## src/rtl/dcpu16_arb_pkg.sv

```systemverilog
// ---------------------------------------------------------------------------
// dcpu16_arb_pkg
// Shared definitions for the DCPU16 two-port memory bus arbiter:
//   - grant FSM state encoding
//   - one-hot grant constants ({A,F})
//   - round-robin "last served" port encoding
//   - watchdog counter width and default error read data
// ---------------------------------------------------------------------------
package dcpu16_arb_pkg;

    typedef enum logic [1:0] {
        ST_IDLE = 2'd0,
        ST_GF   = 2'd1,
        ST_GA   = 2'd2
    } arb_state_t;

    localparam logic [1:0] GNT_NONE = 2'b00;
    localparam logic [1:0] GNT_F    = 2'b01;
    localparam logic [1:0] GNT_A    = 2'b10;

    // Encoding of the round-robin pointer: which port was served last.
    localparam logic PORT_F = 1'b0;
    localparam logic PORT_A = 1'b1;

    localparam int unsigned WDT_W        = 16;
    localparam logic [15:0] ERRD_DEFAULT = 16'hFFFF;

    function automatic logic [1:0] state_to_gnt(input arb_state_t s);
        logic [1:0] g;
        g = GNT_NONE;
        case (s)
            ST_GF:   g = GNT_F;
            ST_GA:   g = GNT_A;
            default: g = GNT_NONE;
        endcase
        return g;
    endfunction

endpackage

```

## src/rtl/dcpu16_arb_wdt.sv

```systemverilog
// ---------------------------------------------------------------------------
// dcpu16_arb_wdt
// Saturating watchdog counter for the memory bus arbiter.
//   clk  in  : clock
//   rst  in  : asynchronous active-low reset
//   clr  in  : clear the count (takes priority over inc)
//   inc  in  : a strobe cycle went unacknowledged
//   tmo  out : this unacknowledged cycle is the TMO-th in a row
// Parameter TMO: limit in cycles, 0 disables the watchdog.
// ---------------------------------------------------------------------------
module dcpu16_arb_wdt
    import dcpu16_arb_pkg::*;
#(
    parameter int unsigned TMO = 255
) (
    input  logic clk,
    input  logic rst,
    input  logic clr,
    input  logic inc,
    output logic tmo
);

    // The count holds the number of earlier unacknowledged cycles, so the
    // current cycle is the TMO-th one when the count equals TMO-1.
    localparam logic [WDT_W-1:0] LIMIT = WDT_W'((TMO == 0) ? 0 : (TMO - 1));
    localparam logic             WDT_EN = (TMO != 0);

    logic [WDT_W-1:0] cnt_reg;

    always_ff @(posedge clk or negedge rst) begin
        if (!rst) begin
            cnt_reg <= '0;
        end else if (clr) begin
            cnt_reg <= '0;
        end else if (inc && (cnt_reg != '1)) begin
            cnt_reg <= cnt_reg + 1'b1;
        end
    end

    assign tmo = WDT_EN && inc && (cnt_reg >= LIMIT);

endmodule

```

## src/rtl/dcpu16_mbus_arb.sv

```systemverilog
// ---------------------------------------------------------------------------
// dcpu16_mbus_arb
// Shares one single-ported memory (M) between the DCPU16 fetch/save bus (F)
// and operand bus (A). Registered grant FSM, combinational M-bus mux and
// ack routing, plus a watchdog that terminates hung transactions with ERRD.
//
// Ports:
//   clk, rst                      clock, asynchronous active-low reset
//   fs_adr/stb/wre/dto, fs_dti/ack   F requester bus
//   ab_adr/stb/wre/dto, ab_dti/ack   A requester bus
//   mm_adr/stb/wre/dto, mm_dti/ack   shared memory bus
//   gnt                           one-hot grant {A,F}
//   err                           pulse on watchdog termination
// Parameters: TMO (watchdog limit, 0 = off), ERRD (read data on timeout).
// Build option: define DCPU16_ARB_RR_EN for round-robin arbitration;
// without it A has fixed priority on contention.
// ---------------------------------------------------------------------------
module dcpu16_mbus_arb
    import dcpu16_arb_pkg::*;
#(
    parameter int unsigned TMO  = 255,
    parameter logic [15:0] ERRD = ERRD_DEFAULT
) (
    input  logic        clk,
    input  logic        rst,
    input  logic [15:0] fs_adr,
    input  logic        fs_stb,
    input  logic        fs_wre,
    input  logic [15:0] fs_dto,
    output logic [15:0] fs_dti,
    output logic        fs_ack,
    input  logic [15:0] ab_adr,
    input  logic        ab_stb,
    input  logic        ab_wre,
    input  logic [15:0] ab_dto,
    output logic [15:0] ab_dti,
    output logic        ab_ack,
    output logic [15:0] mm_adr,
    output logic        mm_stb,
    output logic        mm_wre,
    output logic [15:0] mm_dto,
    input  logic [15:0] mm_dti,
    input  logic        mm_ack,
    output logic [1:0]  gnt,
    output logic        err
);

    arb_state_t  state_reg;
`ifdef DCPU16_ARB_RR_EN
    logic        lst_reg;
`endif

    logic        g_stb;
    logic        g_wre;
    logic [15:0] g_adr;
    logic [15:0] g_dto;
    logic        tmo_hit;
    logic        done;
    logic        abort;
    logic        wdt_clr;
    logic        wdt_inc;
    logic [15:0] dti_val;
    arb_state_t  contend_win;

    // Granted-port mux; everything is zero while idle.
    always_comb begin
        g_stb = 1'b0;
        g_wre = 1'b0;
        g_adr = '0;
        g_dto = '0;
        case (state_reg)
            ST_GF: begin
                g_stb = fs_stb;
                g_wre = fs_wre;
                g_adr = fs_adr;
                g_dto = fs_dto;
            end
            ST_GA: begin
                g_stb = ab_stb;
                g_wre = ab_wre;
                g_adr = ab_adr;
                g_dto = ab_dto;
            end
            default: ;
        endcase
    end

    // inc excludes mm_ack, so a real ack in the expiry cycle always wins.
    assign wdt_inc = g_stb && !mm_ack;
    assign done    = g_stb && (mm_ack || tmo_hit);
    assign abort   = (state_reg != ST_IDLE) && !g_stb;
    // Every grant change passes through idle, done or abort.
    assign wdt_clr = (state_reg == ST_IDLE) || done || abort;

    dcpu16_arb_wdt #(
        .TMO (TMO)
    ) u_wdt (
        .clk (clk),
        .rst (rst),
        .clr (wdt_clr),
        .inc (wdt_inc),
        .tmo (tmo_hit)
    );

    assign mm_stb = g_stb && !tmo_hit;
    assign mm_wre = g_wre;
    assign mm_adr = g_adr;
    assign mm_dto = g_dto;

    assign fs_ack = (state_reg == ST_GF) && done;
    assign ab_ack = (state_reg == ST_GA) && done;
    assign err    = tmo_hit;
    assign gnt    = state_to_gnt(state_reg);

    // Read data is broadcast; ack qualifies it. Held at zero during reset.
    assign dti_val = !rst ? 16'h0000 : (tmo_hit ? ERRD : mm_dti);
    assign fs_dti  = dti_val;
    assign ab_dti  = dti_val;

`ifdef DCPU16_ARB_RR_EN
    assign contend_win = (lst_reg == PORT_A) ? ST_GF : ST_GA;
`else
    assign contend_win = ST_GA;
`endif

    always_ff @(posedge clk or negedge rst) begin
        if (!rst) begin
            state_reg <= ST_IDLE;
`ifdef DCPU16_ARB_RR_EN
            lst_reg   <= PORT_A;
`endif
        end else begin
            case (state_reg)
                ST_IDLE: begin
                    if (fs_stb && ab_stb) begin
                        state_reg <= contend_win;
                    end else if (fs_stb) begin
                        state_reg <= ST_GF;
                    end else if (ab_stb) begin
                        state_reg <= ST_GA;
                    end
                end
                ST_GF: begin
                    if (!fs_stb) begin
                        state_reg <= ST_IDLE;
                    end else if (done) begin
`ifdef DCPU16_ARB_RR_EN
                        lst_reg <= PORT_F;
`endif
                        // fs_stb is high here, so otherwise the grant stays.
                        if (ab_stb) begin
                            state_reg <= ST_GA;
                        end
                    end
                end
                ST_GA: begin
                    if (!ab_stb) begin
                        state_reg <= ST_IDLE;
                    end else if (done) begin
`ifdef DCPU16_ARB_RR_EN
                        lst_reg <= PORT_A;
                        if (fs_stb) begin
                            state_reg <= ST_GF;
                        end
`endif
                        // Fixed priority: A keeps the bus while it requests.
                    end
                end
                default: state_reg <= ST_IDLE;
            endcase
        end
    end

endmodule

```

## config.mk

```make
export PLATFORM = sky130hd
export DESIGN_NAME = dcpu16_mbus_arb
export DESIGN_NICKNAME = d
export VERILOG_FILES = /design/src/rtl/dcpu16_arb_pkg.sv /design/src/rtl/dcpu16_arb_wdt.sv /design/src/rtl/dcpu16_mbus_arb.sv
export SDC_FILE = /design/constraint.sdc
export NUM_CORES = 1
export LEC_CHECK = 0
export CORE_AREA = 2 2 74 76
export DETAILED_ROUTE_END_ITERATION = 12
export DIE_AREA = 0 0 76 78
export PLACE_DENSITY = 0.89
export SLEW_MARGIN = 10
export SYNTH_ARGS = -nofsm -noshare
export SYNTH_HDL_FRONTEND = slang
export SYNTH_SLANG_ARGS = --single-unit
```

## constraint.sdc

```tcl
create_clock -name clk -period 5.6 [get_ports clk]
set_input_delay 0.84 -clock clk [delete_from_list [all_inputs] [get_ports clk]]
set_output_delay 0.84 -clock clk [all_outputs]
set_load 0.005 [all_outputs]
```

# Word level (Yosys, flattened, before mapping)
# Index checks and enable logic that the tools add are counted.
[classes] n_addsub=1 n_lt_le_gt_ge=1 eq_ne=5 n_mux=16 reduce_logical=19
[ops] operator="$mux 16" n=4
[ops] operator="$pmux 16 s2" n=2
[ops] operator="$add 16x1->16 const B" n=1
[ops] operator="$ge 16x8->1 const B" n=1
[ops] operator="$ne 16x16->1 const B" n=1
[ops] operator="$mux 2" n=6
[ops] operator="$logic_and 1x1->1" n=9
[ops] operator="$pmux 2 s3" n=1
[ops] operator="$pmux 1 s2" n=2
[ops] operator="$pmux 2 s2" n=1
[ops] operator="$reduce_bool 2->1" n=2
[ops] operator="$logic_not 1->1" n=3
[ops] operator="$logic_or 1x1->1" n=3
[ops] operator="$ne 3x3->1 const B" n=1
[ops] operator="$eq 2x1->1 const B" n=1
[ops] operator="$eq 2x2->1 const B" n=1
[ops] operator="$logic_not 2->1" n=1
[ops] operator="$ne 2x2->1 const B" n=1
[ops] operator="$reduce_and 2->1" n=1
[word_totals] reg_bits=18 in_bits=87

# Longest topological paths before layout
# Gate-level depths: netlist of run 1.
[logic_depth] depth_word=9 ltp_mapped=9 mapped_depth_nobuf=6

# Cells and area by module
# Synthesis of run 1 repeated with hierarchy kept, for this count alone.
[hier_totals] hier_cells=244 hier_area_um2=1978.1
[by_module_without_submodules] module="dcpu16_mbus_arb" n_inst=1 cells_each=143 area_per_inst_um2=1023.5
[by_module_without_submodules] module="dcpu16_arb_wdt" n_inst=1 cells_each=101 area_per_inst_um2=954.7

# Worst setup path after synthesis of run 1
# No wires, ideal clock.
[synth_timing] kind="reg-to-output" start="register state_reg[0]" end="output port fs_dti[10]" arrival_ns=1.993 required_ns=4.760 setup_slack_ns=2.767 path_stages_with_launch=10 n_path_buf=3 cell_sequence="dfrtp_1 > inv_1 > ha_1 > clkbuf_1 > a22o_1 > nand2_1 > a211oi_4 > buf_6 > o21a_1 > buf_4"
[synth_between] elab_chain_len=6 elab_cells_between_ends=7
[synth_lines] element="from (decl)" line_no="dcpu16_mbus_arb.sv:48" rtl="arb_state_t state_reg;"
[synth_lines] element="from (signal assigned)" line_no="dcpu16_mbus_arb.sv:136" rtl="state_reg <= contend_win;"
[synth_lines] element="$eq 2x2->1 or $eq 2x1->1 (tied branches)" line_no="dcpu16_mbus_arb.sv:71" rtl="case (state_reg)"
[synth_lines] element="$pmux 1 s2 *" line_no="dcpu16_mbus_arb.sv:71"
[synth_lines] element="$logic_and 1x1->1 *" line_no="dcpu16_mbus_arb.sv:89" rtl="assign wdt_inc = g_stb && !mm_ack;"
[synth_lines] element="$logic_and 1x1->1 *" line_no="dcpu16_arb_wdt.sv:40" rtl="assign tmo = WDT_EN && inc && (cnt_reg >= LIMIT);"
[synth_lines] element="net err" line_no="dcpu16_mbus_arb.sv:45" rtl="output logic err"
[synth_lines] element="$mux 16 * (2 in series)" line_no="dcpu16_mbus_arb.sv:116" rtl="assign dti_val = !rst ? 16'h0000 : (tmo_hit ? ERRD : mm_dti);"
[synth_lines] element="to (decl)" line_no="dcpu16_mbus_arb.sv:30" rtl="output logic [15:0] fs_dti,"
# The timed path passes the listed nets; every way through them passes the cells marked *.

# Worst setup path after layout of run 1
[layout_timing] start="input port ab_stb" end="output port fs_dti[11]"
[layout_between] elab_chain_len=5
[layout_lines] element="from (decl)" line_no="dcpu16_mbus_arb.sv:33" rtl="input logic ab_stb,"
[layout_lines] element="$pmux 1 s2" line_no="dcpu16_mbus_arb.sv:71"
[layout_lines] element="$logic_and 1x1->1" line_no="dcpu16_mbus_arb.sv:89"
[layout_lines] element="$logic_and 1x1->1" line_no="dcpu16_arb_wdt.sv:40"
[layout_lines] element="$mux 16 (2 in series)" line_no="dcpu16_mbus_arb.sv:116"
# No other way between the ends.

==> results of run 1 <==
[cell usage after synthesis]
cell and count:
nand4_1 4, inv_1 5, ha_1 7, a31o_2 1
and4_2 3, o2bb2ai_1 1, o21a_1 16, and2_1 2
nor3b_1 1, buf_4 17, nand4b_2 1, conb_1 1
a211oi_1 5, clkinv_1 1, a31oi_1 3, dfrtp_1 18
a211oi_4 1, or4_1 2, nand2_1 8, mux2i_1 1
a22oi_1 34, nor3_1 2, or3_1 1, a22o_1 1
buf_6 1, clkbuf_1 9, nor2_1 48, nand3_1 2
nor2_2 1, nor2b_1 1, a21oi_1 4, buf_1 4
buf_2 1, o21ai_0 3
[through the flow]
step           hold WS [ps]  total power [mW]  util (%)  std cells
3_3_place_gp          501.0            0.8026     62.68        416
2_1_floorplan         479.4            0.4738         -        216
4_1_cts               532.6            0.9207     63.77        420
5_1_grt               571.9            0.9845     63.77        420
6_report              531.9            0.9176     63.77        420
3_5_place_dp          521.2            0.8114     62.68        416
[how the worst max path moves through the flow]
stage                             start         end  slack, ps  cells after the start
2_1_floorplan  state_reg[0]$_DFFE_PN0P_  fs_dti[10]       2770                      9
3_3_place_gp                     ab_stb  fs_dti[11]       1730                      6
3_5_place_dp                     ab_stb   fs_dti[1]       1650                      6
4_1_cts                          ab_stb   fs_dti[1]       1630                      6
5_1_grt        state_reg[0]$_DFFE_PN0P_   fs_dti[1]       1440                      8
6_report                         ab_stb  fs_dti[11]       1610                      6
[logic make-up (layout without fill, tap and decap cells)]
| kind of cell | after synthesis | count (layout) | share of synthesized area (%) |
|---|---|---|---|
| and+or+nand+nor | 76 | 76 | 21.67 |
| AOI/OAI and AO/OA | 69 | 69 | 31.39 |
| buffers and inverters | 38 | 172 | 13.17 |
| DFF | 18 | 18 | 27.56 |
| adders and majority gates | 7 | 7 | 5.360 |
| other | 1 | 7 | 0.2295 |
| muxes | 1 | 1 | 0.6126 |
[power groups by stage]
stage	Clock [mW]	Sequential, mW	Combinational [mW]
floorplan	0	0.148	0.326
global placement	0	0.149	0.653
finish	0.106	0.148	0.664
detailed placement	0	0.150	0.661
CTS	0.109	0.148	0.664
global route	0.112	0.149	0.723
[cell usage in the layout (no fill, tap or decap)]
cell / count
nor3_1: 2
nand2_1: 8
nor2_2: 1
clkdlybuf4s50_1: 157
inv_1: 5
a211oi_1: 5
o2bb2ai_1: 1
nand3_1: 2
dfrtp_1: 18
o21a_1: 16
nor2b_1: 1
buf_4: 5
a211oi_4: 1
conb_1: 7
and2_1: 2
or4_1: 2
nand4b_2: 1
a31o_2: 1
a22oi_1: 34
mux2i_1: 1
o21ai_0: 3
and4_2: 3
ha_1: 7
nor3b_1: 1
clkbuf_8: 4
or3_1: 1
a22o_1: 1
nand4_1: 4
a21oi_1: 4
clkinv_1: 1
nor2_1: 48
a31oi_1: 3
[per-layer routing]
metal | vias to the layer above | global-route usage, % | part of all wire, %
li1 | 1017 | - | -
met1 | 957 | 24.57 | 37
met2 | 95 | 39.64 | 54
met3 | 15 | 5.116 | 6.9
met4 | 0 | 5.818 | 2.3
met5 | - | 0 | 0
[worst register-to-register path: stages, from the launching register on]
cell and delay (ps):
dfrtp_1 420, inv_1 140, ha_1 170, buf_4 350, a22o_1 240, nand2_1 130, nand4b_2 390, a211oi_1 270
[area by class of cell]
cell class	instances	area [um^2]	area share, %
Timing Repair Buffer	162	1609	50.04
Multi-Input combinational cell	160	991.0	30.82
Sequential cell	18	450.4	14.01
Tap cell	70	87.58	2.724
Clock buffer	4	55.05	1.712
Inverter	6	22.52	0.7004
==> metrics.yaml, run 1 <==
setup_path:
  max_stage_delay_ps: 680
  arrival_ps: 3150
  r2r_cells: 7
  r2r-start: "state_reg[0]$_DFFE_PN0P_"
  reg2reg_slack_ps: 3390
  crit_type: "in -> out"
  worst-path-buf-inv: 2
  path_cells: "clkdlybuf4s50_1, a22o_1, nand2_1, a211oi_4, o21a_1, clkdlybuf4s50_1"
  cpMostUsedCell: "clkdlybuf4s50_1"
  cp-end-kind: "output port"
  path_max_fanout: 18
  start_kind: "input pin"
  path_delay_family: "compound AO/OA/AOI/OAI gates"
  worstPathRequired_ps: 4760
  worst_path_max_delay_cell: "a211oi_4"
  rr_endpoint: "u_wdt.cnt_reg[5]$_DFFE_PN0P_"
power_and_ir_drop:
  p_per_area_mw_per_mm2: 285.4
  p_seq_share_pct: 16.1
  irDropWorstVdd_mv: 0.2068
  switching_power_mw: 0.3685
  comb_power_share_pct: 72.4
  p_int_mw: 0.5492
  p_leak_nw: 1.201
  swShare_pct: 40.15
  clkPwrFrac_pct: 11.5
sta:
  slew_headroom_pct: 49.29
  fmax_mhz: 250.7
  fin_crit_sh_pct: 71.24
  worst_slack_ps: 1611
  setup_viol: 0
  slew_violations: 0
  final_hold_viol_count: 0
  worst_pin_slew_ps: 758.2
  fin_worst_skew_ps: 6.789
  finalSetupTns_ps: 0
  period_needed_ps: 3989
  rsz0062_at_grt: "false"
layout:
  largest_register_ffs: 16
  stdcell_area_mm2: 0.003216
  synthToLayoutAreaGrowth_pct: 96.78
  antenna_cells: 0
  drive_gt1_share_pct: 4.571
  fill_cells: 415
  final_net_count: 445
global_route:
  grt_overflow_total: 0
  grt_pass1_wl_um: 10370
  track_usage_pct: 21.39
  grt_max_degree: 38
  first_global_vias: 2032
  antenna_found_initial: 0
outcome:
  status: "completed"
route:
  wire_per_inst_um: 15.90
  routed_via_density: 4.962
  wirelength_um: 6680
  dr.pass1.iters: 5
  drtAntennaViolNets: 0
  drc: 0
  via_count: 2084
  drt-initial-drc-count: 123
clocking:
  tritoncts: "built"
  cts_setup_buffers: 0
  cts.reportedPaths.clkPinSlew_ps: 70
  clk-insertion-delay-late_ps: 260
  root_buffer: "clkbuf_8"
  cts.sinks: 18
  ctsResizeCount: 0
  clock_path_buffers: 2
  htree_levels: 1
  holdBufCountCts: 0
  cts_buffers: 3
yosys:
  yosys_warnings: 0
  ys_seq_elements: 18
  post_synth_num_cell_types: 34
  avgSynthCellArea_um2: 7.781
  yosys-top-cells-area: "dfrtp_1, a22oi_1, nor2_1, buf_4, o21a_1"
  synthCells: 210
  synth_area_mm2: 0.001634
  synth_top_area_share_pct: 27.57
  ys_seq_area_share_pct: 27.57
  synth_top_cell_by_area: "dfrtp_1"
die:
  die_y_um: 78
  die_area_mm2: 0.005928
  core-area_mm2: 0.005042
  fp-row-count: 26
  die_w_um: 76
  start_util_pct: 32.41
  pin_count: 158
placement:
  place_hpwl_um: 5382
  pre_cts_ws_ps: 1647
  placed_cell_area_mm2: 0.003161
  portBuffers: 157
  gp_congestion: 0.8907
worst_hold_path:
  whs_path_depth: 2
  hold_end: "u_wdt.cnt_reg[8]$_DFFE_PN0P_"
  min_path_type: "reg -> reg"
  hold_start: "u_wdt.cnt_reg[8]$_DFFE_PN0P_"
job:
  drv_cap: 0
Power figures use the tool's default switching activity.
==> run 2, diff against run 1 <==
Settings changed: CORE_AREA 2 2 74 76 to 2 2 81 83, DIE_AREA 0 0 76 78 to 0 0 83 85, PLACE_DENSITY 0.89 to 0.8.
Clock period 5.6 ns to 3.6 ns, I/O delays scaled along.
==> run 2 against run 1 <==
- final area increased by 0.27%
- largest power group unchanged
- critical path type is now reg -> out
- sequential share of layout area about the same
- highest routed layer unchanged
- register-to-register slack got worse by 1700 ps
- wire length decreased by 6.8%
- power increased by 53%
==> metrics.yaml, run 2 (synthesized netlist as in run 1, its figures left out) <==
setup_path:
  path_delay_family: "buffers and inverters"
  arrival_ps: 2590  # -560 ps
  path_max_fanout: 18  # unchanged
  worst-path-buf-inv: 3  # +1
  path_cells: "inv_1, ha_1, nor2_1, or3_1, a211oi_4, buf_4, o21a_1, clkdlybuf4s50_1"
  worst_path_max_delay_cell: "clkdlybuf4s50_1"
  max_stage_delay_ps: 530  # -150 ps
  start_kind: "flip-flop"
  worstPathRequired_ps: 3060  # -1700 ps
  cp-end-kind: "output port"
  crit_type: "reg -> out"
route:
  via_count: 2060  # -1.2%
  drt-initial-drc-count: 119  # -3.3%
  dr.pass1.iters: 4  # -1
  routed_via_density: 4.824  # -2.8%
  wirelength_um: 6226  # -6.8%
  wire_per_inst_um: 14.58  # -8.3%
  drc: 0  # unchanged
  drtAntennaViolNets: 0  # unchanged
layout:
  fill_cells: 553  # +33%
  antenna_cells: 0  # unchanged
  fin_util_pct: 51.97  # -12 points
  largest_register_ffs: 16  # unchanged
  synthToLayoutAreaGrowth_pct: 97.32
  drive_gt1_share_pct: 4.571  # unchanged
  final_cell_mix: "clkdlybuf4s50_1, nor2_1, a22oi_1, dfrtp_1, o21a_1"
  final_net_count: 445  # unchanged
  final_common_cell: "clkdlybuf4s50_1"
global_route:
  grt_pass1_wl_um: 10030  # -3.3%
  grt_max_degree: 38  # unchanged
  track_usage_pct: 16.89  # -4.5 points
  first_global_vias: 1993  # -1.9%
  grt_overflow_total: 0  # unchanged
  antenna_found_initial: 0  # unchanged
power_and_ir_drop:
  comb_power_share_pct: 72.3  # about the same
  clkPwrFrac_pct: 11.5  # about the same
  p_per_area_mw_per_mm2: 435.6  # +53%
  p_int_mw: 0.8558  # +56%
  switching_power_mw: 0.5485  # +49%
  p_leak_nw: 1.201  # about the same
  p_seq_share_pct: 16.2  # about the same
  swShare_pct: 39.06  # -1.1 points
  irDropWorstVdd_mv: 0.2426  # +17%
clocking:
  tritoncts: "built"
  clock_path_buffers: 2  # unchanged
  root_buffer: "clkbuf_8"
  clk-insertion-delay-late_ps: 250  # about the same
  cts_setup_buffers: 0  # unchanged
  cts.reportedPaths.clkPinSlew_ps: 70  # about the same
  cts.sinks: 18  # unchanged
  holdBufCountCts: 0  # unchanged
  cts_buffers: 3  # unchanged
  htree_levels: 1  # unchanged
  ctsResizeCount: 0  # unchanged
die:
  start_util_pct: 26.34  # -6.1 points
  die_area_mm2: 0.007055  # +19%
  core-area_mm2: 0.006205  # +23%
  fp-row-count: 29  # +12%
  pin_count: 158  # unchanged
  die_w_um: 83  # +9.2%
  die_y_um: 85  # +9.0%
placement:
  gp_congestion: 0.7767  # -13%
  portBuffers: 157  # unchanged
  place_hpwl_um: 5013  # -6.9%
sta:
  fin_worst_skew_ps: 5.202  # -1.588 ps
  fmax_mhz: 319.5
  slew_headroom_pct: 61.98  # +13 points
  worst_pin_slew_ps: 568.5  # -189.7 ps
  rsz0062_at_grt: "false"
  fin_crit_sh_pct: 86.95
  finalSetupTns_ps: 0  # unchanged
  final_hold_viol_count: 0  # unchanged
  period_needed_ps: 3130
  setup_viol: 0  # unchanged
  slew_violations: 0  # unchanged
outcome:
  status: "completed"
job:
  drv_cap: 0  # unchanged
worst_hold_path:
  min_path_type: "reg -> reg"
run 2: power groups by stage:
stage | logic, mW | clock network [mW] | registers (mW)
after detailed placement | 1.02 | 0 | 0.233
final | 1.01 | 0.162 | 0.228
after global routing | 1.12 | 0.175 | 0.231
after global placement | 1.01 | 0 | 0.232
after CTS | 1.03 | 0.167 | 0.228
after floorplan | 0.508 | 0 | 0.229
run 2: routing by layer:
| layer | global-route usage, % | wire length, um | up-vias |
|---|---|---|---|
| li1 | - | - | 1017 |
| met1 | 21.21 | 2605 | 952 |
| met2 | 29.55 | 3148 | 80 |
| met3 | 3.988 | 348 | 11 |
| met4 | 3.726 | 123 | 0 |
| met5 | 0 | 0 | - |
run 2: tightest hold or removal path: cells and delay by family (launching register included):
family	cells	cell delay [ps]
simple gates	1	80
flops	1	370
compound gates	1	60
run 2: layout make-up:
cell class | instances | area [um^2] | share of cell area (%)
Clock buffer | 4 | 55.05 | 1.707
Inverter | 6 | 22.52 | 0.6985
Sequential cell | 18 | 450.4 | 13.97
Tap cell | 77 | 96.34 | 2.988
Timing Repair Buffer | 162 | 1609 | 49.90
Multi-Input combinational cell | 160 | 991.0 | 30.73
run 2: per-stage QoR:
step | cells | setup slack (ps) | instance area (um^2) | hold WS, ps | power, mW
2_1_floorplan | 216 | 1067 | 1657 | 244.4 | 0.7371
3_3_place_gp | 423 | 516.1 | 3169 | 501.4 | 1.242
3_5_place_dp | 423 | 511.3 | 3169 | 525.4 | 1.253
4_1_cts | 427 | 447.4 | 3224 | 544.9 | 1.421
5_1_grt | 427 | 331.3 | 3224 | 569.5 | 1.523
6_report | 427 | 469.9 | 3224 | 538.3 | 1.404
run 2: final timing paths:
path	startpoint	depth (start not counted)	slack [ps]	to
max	u_wdt.cnt_reg[0]$_DFFE_PN0P_	8	470	ab_dti[12]
min	u_wdt.cnt_reg[7]$_DFFE_PN0P_	2	540	u_wdt.cnt_reg[7]$_DFFE_PN0P_
max reg2reg	u_wdt.cnt_reg[13]$_DFFE_PN0P_	4	1740	u_wdt.cnt_reg[2]$_DFFE_PN0P_
min reg2reg	u_wdt.cnt_reg[7]$_DFFE_PN0P_	2	540	u_wdt.cnt_reg[7]$_DFFE_PN0P_
max in group asynchronous	rst	2	2310	state_reg[1]$_DFFE_PN0P_
min in group asynchronous	rst	2	1100	u_wdt.cnt_reg[8]$_DFFE_PN0P_
==> run 3, diff against run 2 <==
Settings changed: CTS_CLUSTER_DIAMETER from default to 60.
==> results of run 3 <==
The final DEF is identical to that of run 2; final timing and power are the same.
